## src/rtl/fp_to_int_pipe_pkg.sv

```systemverilog
// Shared types for the bfloat16 -> int32/uint32 conversion pipeline.
// Holds the rounding-mode encoding, bf16 field widths and the stage-1 register layout.
package fp_to_int_pipe_pkg;

   typedef enum logic [1:0] {
      RNE = 2'b00,
      RTZ = 2'b01,
      RDN = 2'b10,
      RUP = 2'b11
   } fp_rnd_e;

   localparam int unsigned BF16_EXP_W = 8;
   localparam int unsigned BF16_MAN_W = 7;
   localparam int unsigned BF16_BIAS  = 127;

   // Zero and denormal operands share CLS_NUM; their magnitude is already zero.
   typedef enum logic [1:0] {
      CLS_NUM = 2'b00,
      CLS_INF = 2'b01,
      CLS_NAN = 2'b10,
      CLS_OVF = 2'b11
   } f2i_cls_e;

   typedef struct packed {
      logic        sign;
      f2i_cls_e    cls;
      logic        is_signed;
      fp_rnd_e     rnd_mode;
      logic [31:0] mag;
      logic        guard;
      logic        sticky;
   } f2i_s1_t;

endpackage

```

## src/rtl/fp_to_int_round.sv

```systemverilog
// Stage-2 combinational round, saturate and negate for the bf16 -> integer path.
// Produces the final integer plus RISC-V fcvt invalid/inexact flags.
module fp_to_int_round
   import fp_to_int_pipe_pkg::*;
#(
   parameter int unsigned IntWidth = 32
) (
   input  f2i_s1_t              s1_i,
   output logic [IntWidth-1:0]  int_o,
   output logic                 nv_o,
   output logic                 nx_o
);

   logic        inc;
   logic        lost;
   logic [32:0] rounded;
   logic [31:0] res;
   logic        nv;

   always_comb begin
      lost = s1_i.guard | s1_i.sticky;
      inc  = 1'b0;
      unique case (s1_i.rnd_mode)
         RNE: inc = s1_i.guard & (s1_i.sticky | s1_i.mag[0]);
         RTZ: inc = 1'b0;
         RDN: inc = s1_i.sign & lost;
         RUP: inc = ~s1_i.sign & lost;
         default: inc = 1'b0;
      endcase
      rounded = {1'b0, s1_i.mag} + {32'd0, inc};

      res = '0;
      nv  = 1'b0;
      unique case (s1_i.cls)
         CLS_NAN: begin
            nv  = 1'b1;
            res = s1_i.is_signed ? 32'h7FFF_FFFF : 32'hFFFF_FFFF;
         end
         CLS_INF, CLS_OVF: begin
            nv = 1'b1;
            if (s1_i.sign) res = s1_i.is_signed ? 32'h8000_0000 : 32'h0000_0000;
            else           res = s1_i.is_signed ? 32'h7FFF_FFFF : 32'hFFFF_FFFF;
         end
         default: begin
            if (s1_i.is_signed) begin
               if (!s1_i.sign) begin
                  if (rounded > 33'h0_7FFF_FFFF) begin
                     nv  = 1'b1;
                     res = 32'h7FFF_FFFF;
                  end else begin
                     res = rounded[31:0];
                  end
               end else begin
                  if (rounded > 33'h0_8000_0000) begin
                     nv  = 1'b1;
                     res = 32'h8000_0000;
                  end else begin
                     res = 32'd0 - rounded[31:0];
                  end
               end
            end else begin
               if (!s1_i.sign) begin
                  if (rounded[32]) begin
                     nv  = 1'b1;
                     res = 32'hFFFF_FFFF;
                  end else begin
                     res = rounded[31:0];
                  end
               end else begin
                  // Negative values that round to zero are exact-or-inexact, never invalid.
                  nv  = (rounded != 33'd0);
                  res = 32'd0;
               end
            end
         end
      endcase

      int_o = res;
      nv_o  = nv;
      nx_o  = lost & ~nv;
   end

endmodule

```

## src/rtl/fp_to_int_pipe.sv

```systemverilog
// Two-stage bfloat16 -> int32/uint32 converter with valid/ready on both sides.
// Stage 1 decodes and aligns the operand; stage 2 registers the rounded result.
module fp_to_int_pipe
   import fp_to_int_pipe_pkg::*;
#(
   parameter int unsigned IntWidth = 32,
   parameter int unsigned FpWidth  = 16
) (
   input  logic                 clk_i,
   input  logic                 rst_ni,
   input  logic                 in_valid_i,
   output logic                 in_ready_o,
   input  logic [FpWidth-1:0]   fp_i,
   input  logic                 is_signed_i,
   input  logic [1:0]           rnd_mode_i,
   output logic                 out_valid_o,
   input  logic                 out_ready_i,
   output logic [IntWidth-1:0]  int_o,
   output logic                 nv_o,
   output logic                 nx_o
);

   logic [BF16_EXP_W-1:0] exp_f;
   logic [BF16_MAN_W-1:0] man_f;
   logic signed [9:0]     e_unb;
   logic [38:0]           fx;
   f2i_s1_t               s1_d;
   f2i_s1_t               s1_q;
   logic                  s1_valid;
   logic                  s2_advance;
   logic [IntWidth-1:0]   rnd_int;
   logic                  rnd_nv;
   logic                  rnd_nx;

   assign s2_advance = ~out_valid_o | out_ready_i;
   assign in_ready_o = ~s1_valid | s2_advance;

   always_comb begin
      exp_f = fp_i[FpWidth-2 -: BF16_EXP_W];
      man_f = fp_i[BF16_MAN_W-1:0];
      e_unb = $signed({2'b00, exp_f}) - $signed(10'(BF16_BIAS));
      // 39-bit fixed point with 7 fraction bits: integer part lands in [38:7].
      fx    = {31'd0, 1'b1, man_f} << e_unb[4:0];

      s1_d           = '0;
      s1_d.sign      = fp_i[FpWidth-1];
      s1_d.is_signed = is_signed_i;
      s1_d.rnd_mode  = fp_rnd_e'(rnd_mode_i);
      s1_d.cls       = CLS_NUM;

      if (exp_f == '0) begin
         s1_d.sticky = (man_f != '0);
      end else if (exp_f == '1) begin
         s1_d.cls = (man_f == '0) ? CLS_INF : CLS_NAN;
      end else if (e_unb < 0) begin
         s1_d.guard  = (e_unb == -10'sd1);
         s1_d.sticky = ~((e_unb == -10'sd1) && (man_f == '0));
      end else if (e_unb > 10'sd31) begin
         s1_d.cls = CLS_OVF;
      end else begin
         s1_d.mag    = fx[38:7];
         s1_d.guard  = fx[6];
         s1_d.sticky = |fx[5:0];
      end
   end

   always_ff @(posedge clk_i or negedge rst_ni) begin
      if (!rst_ni) begin
         s1_valid <= 1'b0;
         s1_q     <= '0;
      end else if (in_ready_o) begin
         s1_valid <= in_valid_i;
         if (in_valid_i) s1_q <= s1_d;
      end
   end

   fp_to_int_round #(
      .IntWidth (IntWidth)
   ) u_round (
      .s1_i  (s1_q),
      .int_o (rnd_int),
      .nv_o  (rnd_nv),
      .nx_o  (rnd_nx)
   );

   always_ff @(posedge clk_i or negedge rst_ni) begin
      if (!rst_ni) begin
         out_valid_o <= 1'b0;
         int_o       <= '0;
         nv_o        <= 1'b0;
         nx_o        <= 1'b0;
      end else if (s2_advance) begin
         out_valid_o <= s1_valid;
         if (s1_valid) begin
            int_o <= rnd_int;
            nv_o  <= rnd_nv;
            nx_o  <= rnd_nx;
         end
      end
   end

endmodule

```

## config.mk

```make
export PLATFORM = sky130hd
export DESIGN_NAME = fp_to_int_pipe
export DESIGN_NICKNAME = d
export VERILOG_FILES = /design/src/rtl/fp_to_int_pipe_pkg.sv /design/src/rtl/fp_to_int_round.sv /design/src/rtl/fp_to_int_pipe.sv
export SDC_FILE = /design/constraint.sdc
export NUM_CORES = 1
export LEC_CHECK = 0
export CORE_MARGIN = 1
export CORE_UTILIZATION = 55
export DETAILED_ROUTE_END_ITERATION = 7
export PLACE_DENSITY = 0.77
export SYNTH_ARGS = -nofsm -noshare
export SYNTH_HDL_FRONTEND = slang
export SYNTH_HIERARCHICAL = 1
export SYNTH_SLANG_ARGS = --single-unit
```

## constraint.sdc

```tcl
create_clock -name clk_i -period 5.89 [get_ports clk_i]
set_clock_uncertainty 0.1 [all_clocks]
set_input_delay 1.178 -clock clk_i [delete_from_list [all_inputs] [get_ports clk_i]]
set_output_delay 1.178 -clock clk_i [all_outputs]
set_load 0.1 [all_outputs]
```

# Yosys cells after proc, flatten, opt, wreduce, memory -nomap -nowiden
# Cells that the tools add are included.
[word_totals]
elab_cells = 81
output_inout_bits = 36
in_bits = 23
register_bits = 76
[classes]
shift = 1
n_bitwise = 13
order_cmp = 4
n_addsub = 3
n_mux = 29
n_eq_ne = 8
reduce_logical = 11
[op_table]
columns = ["cell", "count"]
rows = [
  ["2-to-1 mux 32 bit", 10],
  ["2-to-1 mux 34 bit", 2],
  ["case mux 32 bit (2 select lines)", 1],
  ["left shift 8 x 5 -> 39 bit", 1],
  ["adder 32 x 1 -> 33 bit", 1],
  ["greater-than comparator 33 x 31 -> 1 bit, second input constant", 1],
  ["greater-than comparator 33 x 32 -> 1 bit, second input constant", 1],
  ["2-to-1 mux 33 bit", 1],
  ["nonzero test 33 bit", 1],
  ["subtractor 1 x 32 -> 32 bit, first input constant", 1],
  ["2-to-1 mux 2 bit", 6],
  ["== test 9 x 1 -> 1 bit, second input constant", 1],
  ["greater-than comparator 9 x 6 -> 1 bit, second input constant", 1],
  ["less-than comparator 9 x 1 -> 1 bit, second input constant", 1],
  ["subtractor 8 x 7 -> 9 bit, second input constant", 1],
  ["== test 2 bit, second input constant", 4],
  ["== test 8 bit, second input constant", 1],
  ["logical NOT 8 bit", 1],
  ["2-to-1 mux 1 bit", 8],
  ["logical NOT 7 bit", 1],
  ["nonzero test 7 bit", 1],
  ["OR reduction 6 bit", 1],
  ["NOT 1 bit", 5],
  ["bitwise AND 1 bit", 4],
  ["8 further kinds", 13],
]

# Longest topological paths before layout
[depth]
depth_word = 11
ltp_mapped = 21

# Cells and area by module
# The synthesis kept the hierarchy.
[modules_own_cells]
columns = ["module", "instances", "area_per_inst_um2", "seq_area_each_um2", "cells_each"]
rows = [
  ["fp_to_int_pipe", 1, 3813.7, 1901.8, 323],
  ["fp_to_int_round", 1, 2715.1, 0.0, 433],
]

# Worst setup path before layout
# OpenSTA, ideal clock, no wires.
[synth_timing]
path_kind = "register -> register"
startpoint = "reg s1_q[39] (netlist name)"
endpoint = "reg nv_o"
path_buffers = 4
path_stages_with_launch = 21
setup_slack_ns = 0.785
arrival_time_ns = 4.879
cell_sequence = "dfrtp_1 > clkbuf_1 > clkbuf_1 > nor2_1 > a21oi_1 > o21ai_0 > a21oi_1 > ha_1 > ha_1 > buf_4 > nand3_4 > or3_1 > clkbuf_2 > o31a_1 > or4b_1 > or4_4 > or4b_4 > o21ai_2 > nand4_1 > a31o_1 > mux2_2"
[synth_between]
elab_chain_len = 9
word_cells_on_any_way = 15
cone_classes = "1 x add/sub; 2 x order compare; 8 x mux; 3 x bitwise; 1 x reduce/logical"
[synth_rtl]
columns = ["item", "line_no", "source"]
rows = [
  ["from (decl)", "fp_to_int_pipe.sv:28", "f2i_s1_t s1_q;"],
  ["from (signal assigned)", "fp_to_int_pipe.sv:70", "s1_q <= '0;"],
  ["from (signal assigned)", "fp_to_int_pipe.sv:73", "if (in_valid_i) s1_q <= s1_d;"],
  ["NOT 1 bit", "fp_to_int_round.sv:27", "RUP: inc = ~s1_i.sign & lost;"],
  ["bitwise AND 1 bit", "fp_to_int_round.sv:27", ""],
  ["case mux 1 bit (4 select lines)", "fp_to_int_round.sv:23", "unique case (s1_i.rnd_mode)"],
  ["adder 32 x 1 -> 33 bit", "fp_to_int_round.sv:30", "rounded = {1'b0, s1_i.mag} + {32'd0, inc};"],
  ["greater-than comparator 33 x 31 -> 1 bit or greater-than comparator 33 x 32 -> 1 bit (tied branches)", "fp_to_int_round.sv:47, fp_to_int_round.sv:54", ""],
  ["2-to-1 mux 1 bit, on equally long branches", "fp_to_int_round.sv:47, fp_to_int_round.sv:54", ""],
  ["2-to-1 mux 1 bit", "fp_to_int_round.sv:46", "if (!s1_i.sign) begin"],
  ["2-to-1 mux 1 bit (*)", "fp_to_int_round.sv:45", "if (s1_i.is_signed) begin"],
  ["2-to-1 mux 1 bit (*)", "fp_to_int_round.sv:34", "unique case (s1_i.cls)"],
  ["via rnd_nv", "fp_to_int_pipe.sv:32", "logic rnd_nv;"],
  ["to (signal assigned)", "fp_to_int_pipe.sv:96", "nv_o <= rnd_nv;"],
  ["to (decl)", "fp_to_int_pipe.sv:19", "output logic nv_o,"],
]
# The timed path passes the listed nets; every way through them passes the cells marked *.
# A chain may end at the register's enable or synchronous reset.

# Worst setup path after layout
[layout_timing]
startpoint = "reg s1_q[34] (netlist name)"
endpoint = "reg nv_o"
[layout_between]
elab_chain_len = 8
word_cells_on_any_way = 16
cone_classes = "1 x add/sub; 2 x order compare; 3 x eq/ne; 8 x mux; 2 x reduce/logical"
[layout_rtl]
columns = ["item", "line_no"]
rows = [
  ["== test 2 bit, or another cell as far along", "fp_to_int_round.sv:23"],
  ["case mux 1 bit (4 select lines) (*)", "fp_to_int_round.sv:23"],
  ["adder 32 x 1 -> 33 bit (*)", "fp_to_int_round.sv:30"],
  ["greater-than comparator 33 x 31 -> 1 bit or greater-than comparator 33 x 32 -> 1 bit (tied branches)", "fp_to_int_round.sv:47, fp_to_int_round.sv:54"],
  ["2-to-1 mux 1 bit, on equally long branches", "fp_to_int_round.sv:47, fp_to_int_round.sv:54"],
  ["2-to-1 mux 1 bit", "fp_to_int_round.sv:46"],
  ["2-to-1 mux 1 bit (*)", "fp_to_int_round.sv:45"],
  ["2-to-1 mux 1 bit (*)", "fp_to_int_round.sv:34"],
  ["via rnd_nv", "fp_to_int_pipe.sv:32"],
]
# Marked as above.

==> impl_metrics.yaml <==
outcome:
  status: "finished with violations"
  violations: "design-rule violations"
setup_path:
  startpoint_type: "flop"
  crit_slowest_cell: "nor4_1"
  worstSetupStartpoint: "s1_q[34]"
  path_max_fanout: 13
  max_stage_delay_ns: 0.79
  arrival_ns: 5.36
  crit_end: "nv_o"
  path_cells: "inv_1, a21oi_1, a21oi_1, o21ai_0, a21oi_1, ha_1, nand4_1, nor4_1, xnor2_1, o2111ai_1, nor4_1, or4b_4, o21ai_2, nand4_1, a31o_1, mux2_2"
  reg2reg_depth: 16
  path_class: "reg -> reg"
  cpMostUsedCell: "a21oi_1"
  worstReg2RegEnd: "nv_o"
  r2r_slack_ns: 0.66
  worstPathRequired_ns: 6.02
  worst-path-stages: 16
  reg2reg_from: "s1_q[34]"
  cp.buffers_inverters: 1
  crit_path_end_kind: "flop"
  cpLargestDelayFamily: "simple AND/OR/NAND/NOR gates"
placement:
  io_buffer_count: 58
  hpwl_mm: 14.3
  placed_cell_area_mm2: 0.00707
  gp_congestion: 0.968
  place_inst: 912
logic_synthesis:
  yosys_warnings: 6
  synth_cells: 756
  ys_async_sr_fraction_pct: 100
  synth-edff-count: 0
  synth.distinct_cells: 84
  synth_ff_type: "dfrtp_1"
  seq_area_frac_synth_pct: 29.1
  avgSynthCellArea_um2: 8.64
  syn_area_mm2: 0.00653
  syn_nets: 786
  synth-seq-cells: 76
floorplanning:
  ios: 59
  start_util_pct: 56.7
  fp.dieArea_mm2: 0.0123
  die_height_um: 111
  die_w_um: 111
  coreArea_mm2: 0.0115
  placementRows: 39
timing:
  setup_viol: 0
  fin_crit_sh_pct: 88.9
  tightest_slew_ns: 0.992
  hold_viol: 0
  slew_headroom_pct: 33.6
  finalMaxSlewViolations: 0
  max_freq_mhz: 191
  post-route-min-period_ns: 5.23
  rsz0062_at_grt: "false"
  finalSetupTns_ns: 0
layout:
  fill_cells: 996
  finalNetCount: 810
  syn2layout_area_growth_pct: 12.9
  antennaDiodeCount: 0
  stdcell_area_mm2: 0.00737
  drive_gt1_share_pct: 11.7
  post-route-util_pct: 64.0
  layout.cells.non_filler: 928
clock_network:
  clock_sinks: 76
  clk_pin_slew_ns: 0.06
  cts-resized-gates: 0
  cts_setup_buffers: 0
  cts_tree: "built"
  htreeDepth: 3
  insertion_delay_ns: 0.35
  clockBufferDepth: 2
  ctsRootBufferMaster: "clkbuf_16"
  numCtsBuffers: 9
  hold_buffers: 0
routing:
  viasPerCell: 6.78
  final_antenna_net_count: 0
  wl_per_cell_um: 20.3
  wl_mm: 18.9
  vias: 6293
  drt-initial-drc-count: 485
  dr.pass1.iters: 8
  post-route-drc-count: 10
global_route:
  grt_usage_pct: 31.8
  grt_pass1_wl_mm: 31.0
  grt_pass1_vias: 6155
  antenna_found_initial: 0
  grt_max_degree: 77
  grt-ovfl-total: 0
flow_run:
  maxCapViolCount: 0
pwr:
  leakage_uw: 0.00294
  p_total_uw: 2710
  ir_drop_mv: 0.248
  p_per_area_mw_per_mm2: 367
hold_path:
  hold_class: "reg -> reg"
[worst register-to-register path, delay by kind of cell (launching register included)]
family / cells / cell delay [ns]
multiplexers: 1 / 0.25
AND/OR/NAND/NOR: 5 / 2.48
AO/OA/AOI/OAI: 7 / 1.24
flip-flops: 1 / 0.40
buffers and inverters: 1 / 0.07
XOR/XNOR: 1 / 0.37
adder cells (fa/ha/maj): 1 / 0.23
[synth_stat cells (23+ instances only)]
master / instances / share of area (%)
nor3_1: 24 / 1.8
nor2_1: 60 / 3.4
nor4_1: 23 / 2.2
nand2_1: 53 / 3.0
clkbuf_1: 32 / 1.8
mux2_2: 42 / 7.2
o21ai_0: 28 / 2.1
a21oi_1: 32 / 2.5
nand4_1: 23 / 2.2
dfrtp_1: 76 / 29
xnor2_1: 41 / 5.5
nand3_1: 30 / 2.3
[per-stage QoR]
step | hold slack [ns] | setup slack, ns
finish | 0.395 | 0.656
detailed placement | 0.379 | 0.781
floorplan | 0.347 | 0.785
global placement | 0.376 | 0.922
global route | 0.415 | 0.329
CTS | 0.394 | 0.759
[power breakdown]
| part | switching (uW) | total (uW) | internal (uW) |
|---|---|---|---|
| logic | 1040 | 1450 | 411 |
| registers | 69.8 | 693 | 624 |
| clock network | 218 | 559 | 341 |
| total | 1330 | 2710 | 1380 |
[cell type report]
class                      count  area (um^2)  share of cell area (%)
tap                          143          179                    2.43
multi-input combinational    611         4290                    58.2
clock inverter                 5         60.1                   0.815
inverter                      17         63.8                   0.866
timing repair buffer          65          631                    8.56
clock buffer                  11          243                    3.29
sequential                    76         1900                    25.8
[cell families (layout without fill, tap and decap cells)]
group / count (synthesis) / count (layout) / share of synthesized area, %
AOI/OAI and AO/OA: 181 / 181 / 20.2
xor gates and xnor gates: 63 / 63 / 8.45
and+or+nand+nor: 300 / 300 / 25.4
buffers and inverters: 69 / 98 / 5.12
DFF: 76 / 76 / 29.1
muxes: 60 / 60 / 10.4
adders and majority gates: 7 / 7 / 1.34
[sequential cells by signal, summed over array words and instances (netlist names)]
signal / flops
int_o: 32
nv_o: 1
nx_o: 1
out_valid_o: 1
s1_q: 40
s1_valid: 1
[worst min path at each step]
stage,cells after the start,startpoint,endpoint,slack (ns)
global route,1,int_o[1],int_o[1],0.41
detailed placement,1,s1_valid,out_valid_o,0.38
finish,1,s1_valid,out_valid_o,0.39
CTS,1,s1_valid,out_valid_o,0.39
floorplan,2,s1_q[16],s1_q[16],0.35
global placement,1,s1_valid,out_valid_o,0.38
[placed cells by master, fill, tap and decap left out, types with 11 or more instances in the layout]
| master | count |
|---|---|
| dfrtp_1 | 76 |
| mux2_2 | 42 |
| a21oi_1 | 32 |
| nand2b_1 | 11 |
| clkdlybuf4s50_1 | 57 |
| nor4_1 | 23 |
| o221ai_1 | 11 |
| xnor2_1 | 41 |
| mux2i_1 | 16 |
| o21ai_0 | 28 |
| nor2_1 | 60 |
| a211o_1 | 14 |
| a22o_1 | 16 |
| nand3_1 | 30 |
| xor2_1 | 22 |
| nand4_1 | 23 |
| nor3_1 | 24 |
| nand2_1 | 53 |
| inv_1 | 16 |
[layer usage]
metal / part of all wire (%) / up-vias / track usage (%)
met3: 7.0 / 65 / 4.65
met4: 5.0 / 0 / 18.4
met5: 0 / - / 0
li1: - / 2912 / -
met2: 48 / 310 / 53.9
met1: 40 / 3006 / 38.5
Power figures use the tool's default switching activity.
